`config.mk`:
```
export PLATFORM = sky130hd
export DESIGN_NAME = digest_squeezer
export DESIGN_NICKNAME = d
export VERILOG_FILES = /design/src/rtl/sha3_pkg.sv /design/src/rtl/rise_detect.sv /design/src/rtl/digest_squeezer.sv
export SDC_FILE = /design/constraint.sdc
export NUM_CORES = 1
export LEC_CHECK = 0
export BUFFER_PORTS_ARGS = -buffer_cell sky130_fd_sc_hd__buf_2
export CAP_MARGIN = 20
export CORE_AREA = 2 2 643 645
export DETAILED_ROUTE_END_ITERATION = 8
export DIE_AREA = 0 0 645 647
export PLACE_DENSITY = 0.3
export SETUP_SLACK_MARGIN = 0.3
export SKIP_CTS_REPAIR_TIMING = 1
export SKIP_LAST_GASP = 1
export SLEW_MARGIN = 20
export SYNTH_ARGS = -nofsm -noshare
export SYNTH_HDL_FRONTEND = slang
export SYNTH_SLANG_ARGS = --single-unit
```
`constraint.sdc`:
```
create_clock -name clk -period 44.6 [get_ports clk]
set_clock_uncertainty 0.2 [all_clocks]
set_input_delay 2.23 -clock clk [delete_from_list [all_inputs] [get_ports clk]]
set_output_delay 2.23 -clock clk [all_outputs]
set_load 0.03 [all_outputs]
```
`src/rtl/sha3_pkg.sv`:
```
// Shared SHA-3 definitions: permutation state width, default digest/word widths, squeezer states.
package sha3_pkg;

  localparam int STATE_W       = 1600;
  localparam int SHA3_DIGEST_W = 512;
  localparam int SHA3_WORD_W   = 64;

  typedef enum logic {
    SQ_IDLE = 1'b0,
    SQ_SEND = 1'b1
  } sq_state_t;

endpackage

```
`src/rtl/rise_detect.sv`:
```
// Registered rising-edge detector; rise is d & ~d_q, gated until d has been seen low after reset.
// Latency: combinational from d against a one-cycle delayed copy; no backpressure.
module rise_detect (
  input  logic clk,
  input  logic reset,
  input  logic d,
  output logic rise
);

  logic d_q;
  logic armed;

  // A level already high when reset releases is not an edge, so require a sampled low first.
  always_ff @(posedge clk or posedge reset) begin
    if (reset) begin
      d_q   <= 1'b0;
      armed <= 1'b0;
    end else begin
      d_q   <= d;
      armed <= armed | ~d;
    end
  end

  assign rise = d & ~d_q & armed;

endmodule

```
`src/rtl/digest_squeezer.sv`:
```
// Captures the digest on the final permutation's done-rise, then streams it MSW-first as WORD_W words.
// Latency: first word valid one cycle after capture; one word per acked cycle; word held while unacked.
module digest_squeezer
  import sha3_pkg::*;
#(
  parameter int WORD_W   = SHA3_WORD_W,
  parameter int DIGEST_W = SHA3_DIGEST_W
) (
  input  logic               clk,
  input  logic               reset,
  input  logic [STATE_W-1:0] state_in,
  input  logic               state_ready,
  input  logic               last,
  output logic [WORD_W-1:0]  word_out,
  output logic               word_valid,
  input  logic               word_ack,
  output logic               busy,
  output logic               done,
  output logic               overrun
);

  localparam int N     = DIGEST_W / WORD_W;
  localparam int IDX_W = (N > 1) ? $clog2(N) : 1;
  localparam logic [IDX_W-1:0] LAST_IDX = IDX_W'(N - 1);

  sq_state_t           state, state_nxt;
  logic [DIGEST_W-1:0] cap;
  logic [IDX_W-1:0]    idx;
  logic                rise;
  logic                cap_evt;
  logic                load, adv, fin, ovr_set;
  logic                done_r, overrun_r;

  rise_detect u_rise (
    .clk   (clk),
    .reset (reset),
    .d     (state_ready),
    .rise  (rise)
  );

  assign cap_evt = rise & last;

  always_comb begin
    state_nxt = state;
    load      = 1'b0;
    adv       = 1'b0;
    fin       = 1'b0;
    ovr_set   = 1'b0;
    case (state)
      SQ_IDLE: begin
        if (cap_evt) begin
          state_nxt = SQ_SEND;
          load      = 1'b1;
        end
      end
      SQ_SEND: begin
        // A final state arriving mid-stream is flagged but never recaptured.
        ovr_set = cap_evt;
        if (word_ack) begin
          if (idx == LAST_IDX) begin
            state_nxt = SQ_IDLE;
            fin       = 1'b1;
          end else begin
            adv = 1'b1;
          end
        end
      end
      default: state_nxt = SQ_IDLE;
    endcase
  end

  always_ff @(posedge clk or posedge reset) begin
    if (reset) begin
      state     <= SQ_IDLE;
      cap       <= '0;
      idx       <= '0;
      done_r    <= 1'b0;
      overrun_r <= 1'b0;
    end else begin
      state  <= state_nxt;
      done_r <= fin;
      if (ovr_set) overrun_r <= 1'b1;
      if (load) begin
        cap <= state_in[STATE_W-1 -: DIGEST_W];
        idx <= '0;
      end else if (adv) begin
        idx <= idx + IDX_W'(1);
      end
    end
  end

  logic [WORD_W-1:0] words [N];
  for (genvar g = 0; g < N; g++) begin : g_slice
    assign words[g] = cap[DIGEST_W-1-g*WORD_W -: WORD_W];
  end

  if (DIGEST_W < STATE_W) begin : g_tail
    logic unused_tail;
    assign unused_tail = ^state_in[STATE_W-DIGEST_W-1:0];
  end

  assign word_out   = words[idx];
  assign word_valid = (state == SQ_SEND);
  assign busy       = (state == SQ_SEND);
  assign done       = done_r;
  assign overrun    = overrun_r;

endmodule

```
After elaboration in Yosys (flattened, before gate mapping). Index checks and enable logic that the tools add are counted.

Add/subtract/negate cells: 1. $mul: 0. Divide/modulo/power cells: 0. Order comparisons: 1. Equality and inequality tests: 1. Shift-type cells: 0. Multiplexer cells: 16. Bitwise operators: 8. Reduce and logical (&&, ||, !) cells: 1.

Operators by type and width (count): 64-bit binary-select mux with 3-bit select (1); 64-bit two-way mux (2); 1-bit two-way mux (10); 3-bit two-way mux (2); 4-bit >= comparator (second input constant) (1); 3-bit NOT with 4-bit output (1); 3-bit by 1-bit adder with 3-bit output (second input constant) (1); 1-bit AND (3); 3-bit == test (second input constant) (1); 1-bit NOT (3); 1-bit one-hot mux with 2 select lines (1); 2-bit nonzero test (1); 1-bit bitwise OR (1).

Register bits: 520. Bits in latches: 0. Memory bits (writable): 0. Bits in read-only memories: 0. Input bits: 1605. Output and inout bits: 68. Word-level logic and storage cells: 35. Memories kept: 0.

Longest topological paths before layout.
Word-level depth: 7. Gate-level depth with buffers: 6. Depth with buffers taken out: 5.

Modules after synthesis. Synthesis repeated with hierarchy kept, for this count alone.

Cell total of the unflattened synthesis: 2415. Area, all modules: 23236.0 µm².

By module, submodules not included: digest_squeezer (instances 1, cells each 2410, area an instance 23167.2 µm², sequential area each 12962.4 µm²); rise_detect (instances 1, cells each 5, area an instance 68.8 µm², sequential area each 50.0 µm²).

Least setup slack after synthesis. OpenSTA, ideal clock, no wires.

Kind: register to output. Start: register idx[0]. End: output word_out[29]. Arrival: 1.650 ns. Required time: 42.170 ns. Slack: 40.520 ns. Stages on the path, launching flop included: 7. Buffers on the path: 4. Cell sequence: dfrtp_1 clkbuf_1 buf_6 buf_6 buf_2 mux4_2 mux2_2.

Word-level cells in the longest chain between the ends: 4.

Ends and longest elaborated chain: from (decl) (line digest_squeezer.sv:28) `logic [IDX_W-1:0] idx;`; from (signal assigned) (line digest_squeezer.sv:87) `idx <= idx + IDX_W'(1);`; 3-bit NOT with 4-bit output (implied by the code) (line digest_squeezer.sv:102) `assign word_out = words[idx];`; 64-bit binary-select mux with 3-bit select (line digest_squeezer.sv:102); 64-bit two-way mux (implied by the code) (2 in a row) (line digest_squeezer.sv:102); to (decl) (line digest_squeezer.sv:14) `output logic [WORD_W-1:0] word_out,`.

Every way passes these cells. The select of a mux whose other input is x is not followed.

Worst setup path after layout.
Start: register idx[0]. End: output word_out[33].

Same word-level chain as after synthesis.

==> reports/qor.csv <==
stage,metric,value,unit
outcome,status,completed,
timing,fin_crit,7100,ps
die,rows,236,
grt,grt_start_max_net_pins,141,
timing,fin_crit_sh,15.9,%
critical_path,worstSetupEndpointType,output port,
place,dp.final_hpwl,83100,um
yosys,synth.ff_latch_count,520,
route,via_per_inst,1.94,
critical_path,crit_family,buffers and inverters,
route,wirelength,110000,um
clocking,tritoncts,yes,
critical_path,crit_slowest_cell,dfrtp_4,
final_layout,fin_nets,3544,
pwr,swShare,38.1,%
yosys,async_flop_share,100,%
yosys,synth_fp_nets,2945,
route,drtIter0Drc,579,
critical_path,crit_buf_inv,3,
critical_path,critPathKind,flip-flop to output port,
yosys,synthCells,1338,
clocking,clk-insertion-delay-late,800,ps
die,core_area,411000,um2
timing,final_hold_viol_count,0,
place,io_buffers,584,
route,vias,14600,
job,cap_violations,0,
timing,maxSlewHeadroom,28.9,%
clocking,htree_levels,3,
critical_path,crit_path_frequent_cell,buf_4,
timing,rsz0062_at_grt,no,
grt,antenna_found_initial,101,
yosys,synth.yosys.seq_area_share,55.9,%
grt,overflow,0,
critical_path,cp.arrival,4670,ps
pwr,internal_power,0.00157,W
critical_path,crit_path_start_kind,flip-flop,
critical_path,cp.required,42170,ps
pwr,power.density_cell_area,71.9,nW/um2
clocking,cts_buffer_depth,4,
yosys,synthFlopType,dfrtp_1,
die,die_w,645,um
route,dr.pass1.iters,6,
route,drc,0,
yosys,synth-edff-count,0,
grt,grt_pass1_vias,16400,
yosys,synth_area,23300,um2
yosys,synth_area_per_cell,17.4,um2
pwr,clkPwrFrac,25.9,%
timing,fmax,141,MHz
pwr,power.share.sequential,33.6,%
final_layout,drive_gt1_share,70.9,%
final_layout,finish.utilization,8.59,%
clocking,cts.clk_slew.worst_paths,60,ps
route,detail-route-antenna-nets,0,
pwr,switching_power,0.000969,W
critical_path,path_cells,buf_4 > buf_4 > mux4_2 > mux2_2 > buf_2,
die,start_util,5.66,%
critical_path,cpPeakStageDelay,1000,ps
min_path,hold_path_class,flip-flop to flip-flop,
timing,slew_viol_final,0,
route,wl_per_cell,14.7,um
final_layout,mostFrequentLayoutCells,"buf_2, mux2_2, dfrtp_1",
pwr,power_frac_comb,40.5,%
clocking,clkSinkCount,520,
die,die_y,647,um
final_layout,syn2layout_area_growth,51.8,%
die,die-area,417000,um2
critical_path,critPathMaxFanout,39,
timing,setup_tns,0,ps
die,ios,1673,
clocking,cts_buffers,83,
place,gp_congestion,0.683,
timing,setup_violations,0,
pwr,power.leakage,13.3,nW
clocking,cts-root-buf,clkbuf_16,
yosys,synth_cell_type_count,20,
final_layout,final_common_cell,buf_2,
grt,track_usage,5.18,%
final_layout,fillCellCount,47600,
pwr,vdd_drop_max,0.0284,mV
yosys,ys_warn_count,0,
grt,grt_first_pass_wirelength,146000,um
timing,worstMarginPinSlew,1070,ps
[sequential cells by signal (all words and copies together), names as in the netlist]
signal        flops
done              1
cap             512
busy              1
idx               3
u_rise.d_q        1
overrun           1
u_rise.armed      1
[power by group through the flow]
stage / Sequential, W / Clock, W / Combinational, W
floorplan: 0.000795 / 0 / 0.000697
global route: 0.000894 / 0.000718 / 0.00114
detailed placement: 0.000871 / 0 / 0.00112
CTS: 0.000864 / 0.000706 / 0.00112
finish: 0.000854 / 0.000657 / 0.00103
global placement: 0.000866 / 0 / 0.00111
[metrics by stage]
stage	power, W	hold slack [ps]	cells	area [um2]	setup WS [ps]
after floorplan	0.00149	226	1338	23300	27640
final	0.00254	248	7523	35300	37500
after global routing	0.00275	294	7489	35200	37130
after detailed placement	0.00199	240	7325	32500	37890
after global placement	0.00198	237	7325	32500	37880
after CTS	0.00269	253	7463	35100	37100
[final cells by class]
cell class | count | area, um2 | area share [%]
repair buffers | 608 | 3140 | 8.89
inverters | 3 | 18.8 | 0.0531
diodes | 59 | 148 | 0.418
clock buffers | 115 | 2360 | 6.67
multi-input cells | 721 | 9480 | 26.8
flip-flops and latches | 520 | 13000 | 36.9
clock inverters | 23 | 305 | 0.864
well taps | 5474 | 6850 | 19.4
[synthesized netlist by cell type (3+ instances only)]
cell type	instances	area share [%]
nand2_1	3	0.048
clkbuf_1	8	0.13
mux4_2	128	12
buf_4	19	0.61
mux2_2	547	26
nor2_1	3	0.048
buf_6	42	2.0
mux2_1	29	1.4
inv_1	3	0.048
buf_2	25	0.54
dfrtp_1	520	56
[layer usage]
metal | wire (um) | global-route usage [%] | vias up | part of all wire (%)
li1 | - | - | 6307 | -
met1 | 37000 | 5.02 | 7467 | 34
met2 | 59100 | 9.74 | 493 | 54
met3 | 9890 | 2.26 | 244 | 9.0
met4 | 3980 | 1.74 | 72 | 3.6
met5 | 435 | 0 | - | 0.39
[worst paths after layout]
check | startpoint | end | slack (ps) | depth (start not counted)
worst max-delay path | idx[0] | word_out[33] | 37500 | 5
worst min-delay path | overrun | overrun | 250 | 1
worst max register to register | u_rise.d_q | cap[132] | 40220 | 6
worst min register to register | overrun | overrun | 250 | 1
max in group asynchronous | reset | cap[356] | 40570 | 4
min in group asynchronous | reset | cap[220] | 1420 | 2
[cells by family after synthesis]
kind of cell,synth area share [%]
AOI/OAI and AO/OA,0.118
adders and majority gates,0.107
buffers and inverters,3.36
DFF,55.9
muxes,40.3
and+or+nand+nor,0.258
[worst reg2reg max path, delay by kind of cell, from the launching register on]
kind                   cells  cell delay, ps
AND/OR/NAND/NOR            2             820
flip-flops                 1             350
buffers and inverters      3            2400
multiplexers               1             460
Note: power is estimated with default switching activity, not from simulation.
